**config.mk**
```make
export PLATFORM = sky130hd
export DESIGN_NAME = load_data_unit
export DESIGN_NICKNAME = d
export VERILOG_FILES = /design/src/rtl/rv32_load_pkg.sv /design/src/rtl/load_data_unit_align.sv /design/src/rtl/load_data_unit.sv
export SDC_FILE = /design/constraint.sdc
export NUM_CORES = 1
export LEC_CHECK = 0
export ABC_CLOCK_PERIOD_IN_PS = 4500
export CORE_MARGIN = 2
export CORE_UTILIZATION = 38
export DETAILED_ROUTE_END_ITERATION = 10
export PLACE_DENSITY = 0.69
export SLEW_MARGIN = 20
export SYNTH_ARGS = -nofsm -noshare
export SYNTH_HDL_FRONTEND = slang
export SYNTH_SLANG_ARGS = --single-unit
```
**constraint.sdc**
```tcl
create_clock -name clk -period 4.5 [get_ports clk]
set_input_delay 0.45 -clock clk [delete_from_list [all_inputs] [get_ports clk]]
set_output_delay 0.45 -clock clk [all_outputs]
set_load 0.01 [all_outputs]
```
**src/rtl/rv32_load_pkg.sv**
```systemverilog
// Shared definitions for the RV32 load path: funct3 load-width codes,
// the load FSM state type and small decode helpers.
package rv32_load_pkg;

    localparam logic [2:0] F3_LB  = 3'b000;
    localparam logic [2:0] F3_LH  = 3'b001;
    localparam logic [2:0] F3_LW  = 3'b010;
    localparam logic [2:0] F3_LBU = 3'b100;
    localparam logic [2:0] F3_LHU = 3'b101;

    typedef enum logic [1:0] {
        IDLE = 2'd0,
        REQ  = 2'd1,
        WAIT = 2'd2,
        WB   = 2'd3
    } state_t;

    // Codes outside the five defined widths; these load as a full word.
    function automatic logic is_illegal_f3(input logic [2:0] f3);
        return !(f3 == F3_LB || f3 == F3_LH || f3 == F3_LW ||
                 f3 == F3_LBU || f3 == F3_LHU);
    endfunction

    // Halfwords need ea[0]=0; words (and illegal codes, which act as words)
    // need ea[1:0]=0. Bytes are always aligned.
    function automatic logic is_misaligned(input logic [2:0] f3,
                                           input logic [1:0] ea_lo);
        logic half;
        half = (f3 == F3_LH) || (f3 == F3_LHU);
        if (half)
            return ea_lo[0];
        else if (f3 == F3_LB || f3 == F3_LBU)
            return 1'b0;
        else
            return (ea_lo != 2'b00);
    endfunction

endpackage

```
**src/rtl/load_data_unit_align.sv**
```systemverilog
// Combinational load alignment: selects byte/half from a little-endian
// memory word by the low address bits and sign- or zero-extends it.
module load_align
    import rv32_load_pkg::*;
(
    input  logic [31:0] word,
    input  logic [1:0]  ea_lo,
    input  logic [2:0]  funct3,
    output logic [31:0] result
);

    logic [7:0]  byte_sel;
    logic [15:0] half_sel;

    // Pick the addressed byte/half, then extend according to the width.
    always_comb begin
        byte_sel = word[7:0];
        case (ea_lo)
            2'd0: byte_sel = word[7:0];
            2'd1: byte_sel = word[15:8];
            2'd2: byte_sel = word[23:16];
            2'd3: byte_sel = word[31:24];
            default: byte_sel = word[7:0];
        endcase
        half_sel = ea_lo[1] ? word[31:16] : word[15:0];

        result = word;
        case (funct3)
            F3_LB:   result = {{24{byte_sel[7]}}, byte_sel};
            F3_LBU:  result = {24'd0, byte_sel};
            F3_LH:   result = {{16{half_sel[15]}}, half_sel};
            F3_LHU:  result = {16'd0, half_sel};
            default: result = word;
        endcase
    end

endmodule

```
**src/rtl/load_data_unit.sv**
```systemverilog
// RV32 load data unit: accepts a load request, issues one word-aligned
// memory read, waits for the read data and writes back the aligned,
// extended result.
// Optional feature: define LOAD_MISALIGN_TRAP_EN to trap misaligned
// halfword/word loads (and flag illegal funct3) on the fault output.
module load_data_unit
    import rv32_load_pkg::*;
(
    input  logic        clk,
    input  logic        reset_n,
    input  logic        req_valid,
    output logic        req_ready,
    input  logic [2:0]  funct3,
    input  logic [31:0] base,
    input  logic [11:0] imm,
    input  logic [4:0]  rd_in,
    output logic [31:0] mem_addr,
    output logic        mem_rd_en,
    input  logic        mem_rvalid,
    input  logic [31:0] mem_rdata,
    output logic        wb_valid,
    output logic [4:0]  wb_rd,
    output logic [31:0] wb_data,
    output logic        fault
);

    state_t      state;
    logic [31:0] ea_q;
    logic [2:0]  f3_q;
    logic [4:0]  rd_q;
    logic [31:0] data_q;
    logic [31:0] ea_next;
    logic [31:0] aligned;
    logic        accept;
    logic        trap;

    // Effective address and handshake decode for the current request.
    always_comb begin
        ea_next = base + {{20{imm[11]}}, imm};
        accept  = req_valid && (state == IDLE);
`ifdef LOAD_MISALIGN_TRAP_EN
        trap    = accept && is_misaligned(funct3, ea_next[1:0]);
`else
        trap    = 1'b0;
`endif
    end

    load_align u_align (
        .word   (mem_rdata),
        .ea_lo  (ea_q[1:0]),
        .funct3 (f3_q),
        .result (aligned)
    );

    // Load FSM with latched request fields and captured read result.
    always_ff @(posedge clk) begin
        if (!reset_n) begin
            state  <= IDLE;
            ea_q   <= '0;
            f3_q   <= '0;
            rd_q   <= '0;
            data_q <= '0;
        end else begin
            case (state)
                IDLE: begin
                    if (accept && !trap) begin
                        ea_q  <= ea_next;
                        f3_q  <= funct3;
                        rd_q  <= rd_in;
                        state <= REQ;
                    end
                end
                REQ:  state <= WAIT;
                WAIT: begin
                    if (mem_rvalid) begin
                        data_q <= aligned;
                        state  <= WB;
                    end
                end
                WB:   state <= IDLE;
                default: state <= IDLE;
            endcase
        end
    end

`ifdef LOAD_MISALIGN_TRAP_EN
    logic fault_q;

    // One-cycle fault pulse for a trapped misaligned or illegal-width load.
    always_ff @(posedge clk) begin
        if (!reset_n)
            fault_q <= 1'b0;
        else
            fault_q <= trap || (accept && is_illegal_f3(funct3));
    end

    assign fault = fault_q;
`else
    assign fault = 1'b0;
`endif

    assign req_ready = (state == IDLE);
    assign mem_rd_en = (state == REQ);
    assign mem_addr  = (state == REQ) ? {ea_q[31:2], 2'b00} : '0;
    assign wb_valid  = (state == WB);
    assign wb_rd     = (state == WB) ? rd_q : '0;
    assign wb_data   = (state == WB) ? data_q : '0;

endmodule
```
==> flow_summary.ini, run 1 <==
[run_status]
status = completed

[timing]
fmaxAchievable_mhz = 307
finalCriticalPeriod_ns = 3.26
finalSetupViolCount = 0
period_share_pct = 72.5
relSlewSlack_pct = 33.1
finClkSkew_ns = 0.00351
hold_violations = 0
drv_slew = 0
worst_pin_slew_ns = 1.00
rsz0062_at_grt = no
finalSetupTns_ns = 0
holdWs_ns = 0.450

[detailed_routing]
vias = 5432
dr.pass1.iters = 5
routed_wl_um = 16000
post_drt_wl_per_cell_um = 15.9
initialDrtViolationCount = 398
antenna_left = 0
drc = 0
viasPerCell = 5.40

[grt]
grt_overflow_total = 0
met2_usage_pct = 35.4
grt_pass1_wl_um = 25600
first_global_vias = 5157
gr-usage-met1_pct = 29.5
busiest_layer = met2
grt_util_all_layers_pct = 21.7
antenna_found_initial = 0
grt_util_met3_pct = 3.37
grt_max_degree = 63

[setup_path]
crit_top_cell = a21o_1
cp_slowest_cell = clkdlybuf4s50_1
required_ns = 4.77
cp-endpoint = ea_q[31]
crit_type = input port to flop
cp_max_fo = 21
cp-start-kind = input port
r2r_start = state[0]
slowest_delay_ns = 0.89
arrival_ns = 3.53
reg2reg_depth = 8
startpoint = imm[11]
r2r_setup_slack_ns = 2.14
r2r-end = ea_q[30]
path_cells = clkdlybuf4s50_1 > ha_1 > a21o_1 > a21o_1 > a21o_1 > a221o_1 > a31oi_2 > o211ai_1 > a41oi_1
worstSetupEndpointType = flop

[synthesis]
synth-edff-count = 0
synth_common_cells = 95 x nand2_1, 81 x and2_1, 74 x dfxtp_1, 70 x o21ai_0, 58 x a21oi_1
synthCells = 701
ys_types = 57
yosysSeqAreaShare_pct = 28.2
synthTopCellsByArea = dfxtp_1 28%, and2_1 9.6%, ha_1 8.3%
yosysMostFrequentCell = nand2_1
netlist_area_um2 = 5260
synth.top_cell.area_share_pct = 28.2
ys_ff_latch = 74
synth_top_area_cell = dfxtp_1
ys.flop_type = dfxtp_1
synth-async-reset-ratio_pct = 0
synth_warnings = 0
syn_area_per_cell_um2 = 7.50

[finish]
area_delta_synth_final_pct = 36.6
nets = 949
design_area_um2 = 7190
instances_no_fill = 1006
drive_above_1_share_pct = 3.98
fill_cells = 1294
diodes = 0

[clock_network]
cts_buffer_depth = 2
cts.clk_slew.worst_paths_ns = 0.06
cts_resized = 0
cts_setup_buffers = 0
cts-buffers-inserted = 9
cts_sinks = 74
cts.hold.buffers_added = 0
cts_tree = built
cts_root_buf = clkbuf_16
clock_latency_ns = 0.34
cts.htree.levels = 3

[flow_run]
maxCapViolCount = 0

[floorplanning]
fp.dieH_um = 122
rows = 42
num_io_pins = 161
die_w_um = 122
core_um2 = 13400
die_area_um2 = 14800
initial_core_util_pct = 39.3

[pwr]
vdd_drop_max_mv = 0.202
p_leak_uw = 0.00290
powerDensity_nw_per_um2 = 373

[placement]
dp_hpwl_um = 11900
placed_cells = 990
place_area_um2 = 6880
port_buffers = 157
routabilityCongestion = 0.917

[hold_path]
hold_path_class = flop to flop
## logic make-up after synthesis
family | after synthesis | share of synthesized area [%]
other | 1 | 0.0713
AOI/OAI and AO/OA | 234 | 28.5
muxes | 6 | 1.17
buffers and inverters | 68 | 5.11
adders and majority gates | 36 | 8.71
and+or+nand+nor | 254 | 23.6
xor gates and xnor gates | 28 | 4.66
DFF | 74 | 28.2
## worst min-delay path by stage
stage	cells after the start	slack [ns]	from	endpoint
finish	2	0.45	ea_q[23]	ea_q[23]
global route	2	0.49	ea_q[23]	ea_q[23]
CTS	2	0.46	ea_q[20]	ea_q[20]
detailed placement	2	0.44	ea_q[20]	ea_q[20]
global placement	2	0.44	ea_q[20]	ea_q[20]
floorplan	2	0.42	ea_q[13]	ea_q[13]
## where the power goes
part / leakage (uW) / switching (uW) / total [uW] / internal (uW)
clock: 0.000130 / 298 / 702 / 404
combinational: 0.00217 / 611 / 1070 / 460
sequential: 0.000604 / 95.9 / 904 / 808
## worst max-delay path: cells and delay by family
kind	cells	cell delay (ns)
fa+ha+maj	1	0.66
compound gates	7	1.52
buf+inv	1	0.89
## cells in the final DEF (no fill, tap or decap), types with 6 or more instances in the layout
cell type          n
clkdlybuf4s50_1  156
nand2_1           95
and2_1            81
dfxtp_1           74
o21ai_0           70
a21oi_1           58
nor2_1            39
ha_1              34
inv_1             18
a21boi_0          18
a21o_1            18
xnor2_1           15
xor2_1            13
a22oi_1            9
nor3_1             9
clkbuf_16          9
nand4_1            8
o211ai_1           7
a31oi_1            6
o221ai_1           6
## area by class of cell
class,instances,area (um2),share of cell area (%)
inverter,18,67.6,0.940
timing repair buffer,161,1600,22.2
sequential,74,1480,20.6
clock inverter,5,38.8,0.540
multi-input combinational,561,3530,49.1
clock buffer,11,253,3.52
tap,176,220,3.06
## sequential cells by signal, indices dropped and copies added (netlist names)
register and cells:
f3_q 3, rd_q 5, data_q 32, state 2, ea_q 32
## metrics by stage
step | util, % | power (uW) | worst slack, ns
2_1_floorplan | - | 1590 | 1.94
3_3_place_gp | 51.4 | 1960 | 0.998
3_5_place_dp | 51.4 | 1980 | 0.941
4_1_cts | 53.5 | 2690 | 1.25
5_1_grt | 53.6 | 2870 | 1.06
6_report | 53.6 | 2680 | 1.24
## metal layers
metal  wire length (um)  up-vias  part of all wire [%]
li1                   -     2699                     -
met1               7450     2518                    47
met2               7250      194                    45
met3                991       21                   6.2
met4                282        0                   1.8
met5                  0        -                     0
(Power assumes the default switching activity.)
==> run 2, diff against run 1 <==
--- a/config.mk
+++ b/config.mk
@@ -5,11 +5,11 @@
 export SDC_FILE = /design/constraint.sdc
 export NUM_CORES = 1
 export LEC_CHECK = 0
-export ABC_CLOCK_PERIOD_IN_PS = 4500
+export ABC_CLOCK_PERIOD_IN_PS = 2600
 export CORE_MARGIN = 2
 export CORE_UTILIZATION = 38
 export DETAILED_ROUTE_END_ITERATION = 10
-export PLACE_DENSITY = 0.69
+export PLACE_DENSITY = 0.72
 export SLEW_MARGIN = 20
 export SYNTH_ARGS = -nofsm -noshare
 export SYNTH_HDL_FRONTEND = slang
==> constraint.sdc (replaced) <==
create_clock -name clk -period 2.6 [get_ports clk]
set_input_delay 0.26 -clock clk [delete_from_list [all_inputs] [get_ports clk]]
set_output_delay 0.26 -clock clk [all_outputs]
set_load 0.01 [all_outputs]
==> flow_summary.ini, run 2 (synthesized netlist as in run 1, its figures left out) <==
[floorplanning]
die_w_um = 122
num_io_pins = 161
die_area_um2 = 14800
core_um2 = 13400
fp.dieH_um = 122
initial_core_util_pct = 39.3
rows = 42

[grt]
antenna_found_initial = 0
gr-usage-met1_pct = 28.3
busiest_layer = met2
first_global_vias = 5353
grt_overflow_total = 0
grt_max_degree = 58
grt_pass1_wl_um = 25700
grt_util_all_layers_pct = 21.7
met2_usage_pct = 36.3
grt_util_met3_pct = 3.18

[detailed_routing]
routed_wl_um = 15900
dr.pass1.iters = 5
vias = 5593
post_drt_wl_per_cell_um = 14.8
initialDrtViolationCount = 379
drc = 0
viasPerCell = 5.22
antenna_left = 0

[clock_network]
cts_resized = 0
cts_buffer_depth = 2
clock_latency_ns = 0.34
cts_root_buf = clkbuf_16
cts_sinks = 74
cts-buffers-inserted = 9
cts.clk_slew.worst_paths_ns = 0.07
cts_setup_buffers = 0
cts.hold.buffers_added = 0
cts.htree.levels = 3
cts_tree = built

[finish]
layout_commonest_cell = clkdlybuf4s50_1
drive_above_1_share_pct = 11.2
reg_top3 = data_q: 32 flops, ea_q: 32 flops, rd_q: 5 flops
nets = 1015
diodes = 0
area_delta_synth_final_pct = 46.2
final_cell_mix = 156 x clkdlybuf4s50_1, 95 x nand2_1, 81 x and2_1
fill_cells = 1304

[setup_path]
cp_top_family = compound AO/OA/AOI/OAI gates
worstSetupEndpointType = flop
slowest_delay_ns = 0.40
required_ns = 2.84
cp_num_buf_inv = 1
crit_type = input port to flop
cp-start-kind = input port
path_cells = clkdlybuf4s50_1 > ha_1 > fa_1 > a21o_1 > and3_2 > o21ai_2 > o21bai_2 > a211o_1 > o31ai_2 > xnor2_1 > a22o_1
cp_max_fo = 3
cp_slowest_cell = clkdlybuf4s50_1
arrival_ns = 2.75

[timing]
rsz0062_at_grt = yes
relSlewSlack_pct = 58.4
fin_ws_ns = 0.0855
holdWs_ns = 0.243
finClkSkew_ns = 0.00810
hold_violations = 0
fmaxAchievable_mhz = 398
worst_pin_slew_ns = 0.623
period_share_pct = 96.7
finalSetupViolCount = 0
drv_slew = 0
finalCriticalPeriod_ns = 2.51

[placement]
dp_hpwl_um = 12000
port_buffers = 157
post-place-ws_ns = -0.292
routabilityCongestion = 0.885

[run_status]
status = completed

[flow_run]
maxCapViolCount = 0

[pwr]
finalPower_uw = 4820
powerDensity_nw_per_um2 = 626
p_leak_uw = 0.00324
vdd_drop_max_mv = 0.316

[hold_path]
hold_path_class = input port to flop
[run 2: cell count changes in the layout (fill, tap and decap cells not counted), moves of 2 or more]
cell        previous run  this run
buf_4                  4        69
clkbuf_8               2         0
clkinvlp_4             4         0
inv_6                  0         4
inv_8                  0         2
[run 2: routing by layer]
| layer | wire (um) | vias up |
|---|---|---|
| met5 | 0 | - |
| met4 | 387 | 0 |
| met3 | 967 | 33 |
| met2 | 7450 | 194 |
| met1 | 7060 | 2536 |
| li1 | - | 2830 |
[run 2: power by group]
part,internal [uW],switching [uW],total [uW]
clock,676,568,1240
sequential,1400,151,1550
combinational,937,1090,2030
total,3010,1810,4820
[run 2: final timing paths]
| kind | start | to | depth (start not counted) | slack, ns |
|---|---|---|---|---|
| worst max-delay path | base[0] | ea_q[26] | 11 | 0.09 |
| worst min-delay path | reset_n | state[1] | 2 | 0.24 |
| worst max register to register | ea_q[0] | data_q[21] | 9 | 0.64 |
| worst min register to register | ea_q[25] | ea_q[25] | 2 | 0.45 |
[run 2: cell type report]
cell class	instances	area [um2]	share of cell area, %
inverter	18	67.6	0.878
sequential	74	1480	19.3
clock inverter	7	66.3	0.862
multi-input combinational	561	3530	45.8
clock buffer	9	225	2.93
timing repair buffer	227	2100	27.4
tap	176	220	2.86
[run 2: per-stage QoR]
| stage | instance area [um2] | std cells | util (%) | setup TNS [ns] |
|---|---|---|---|---|
| floorplan | 5270 | 703 | - | 0 |
| global placement | 7390 | 1056 | 55.2 | -2.27 |
| detailed placement | 7390 | 1056 | 55.2 | -3.04 |
| CTS | 7680 | 1072 | 57.3 | 0 |
| global route | 7690 | 1072 | 57.4 | -0.0671 |
| finish | 7690 | 1072 | 57.4 | 0 |
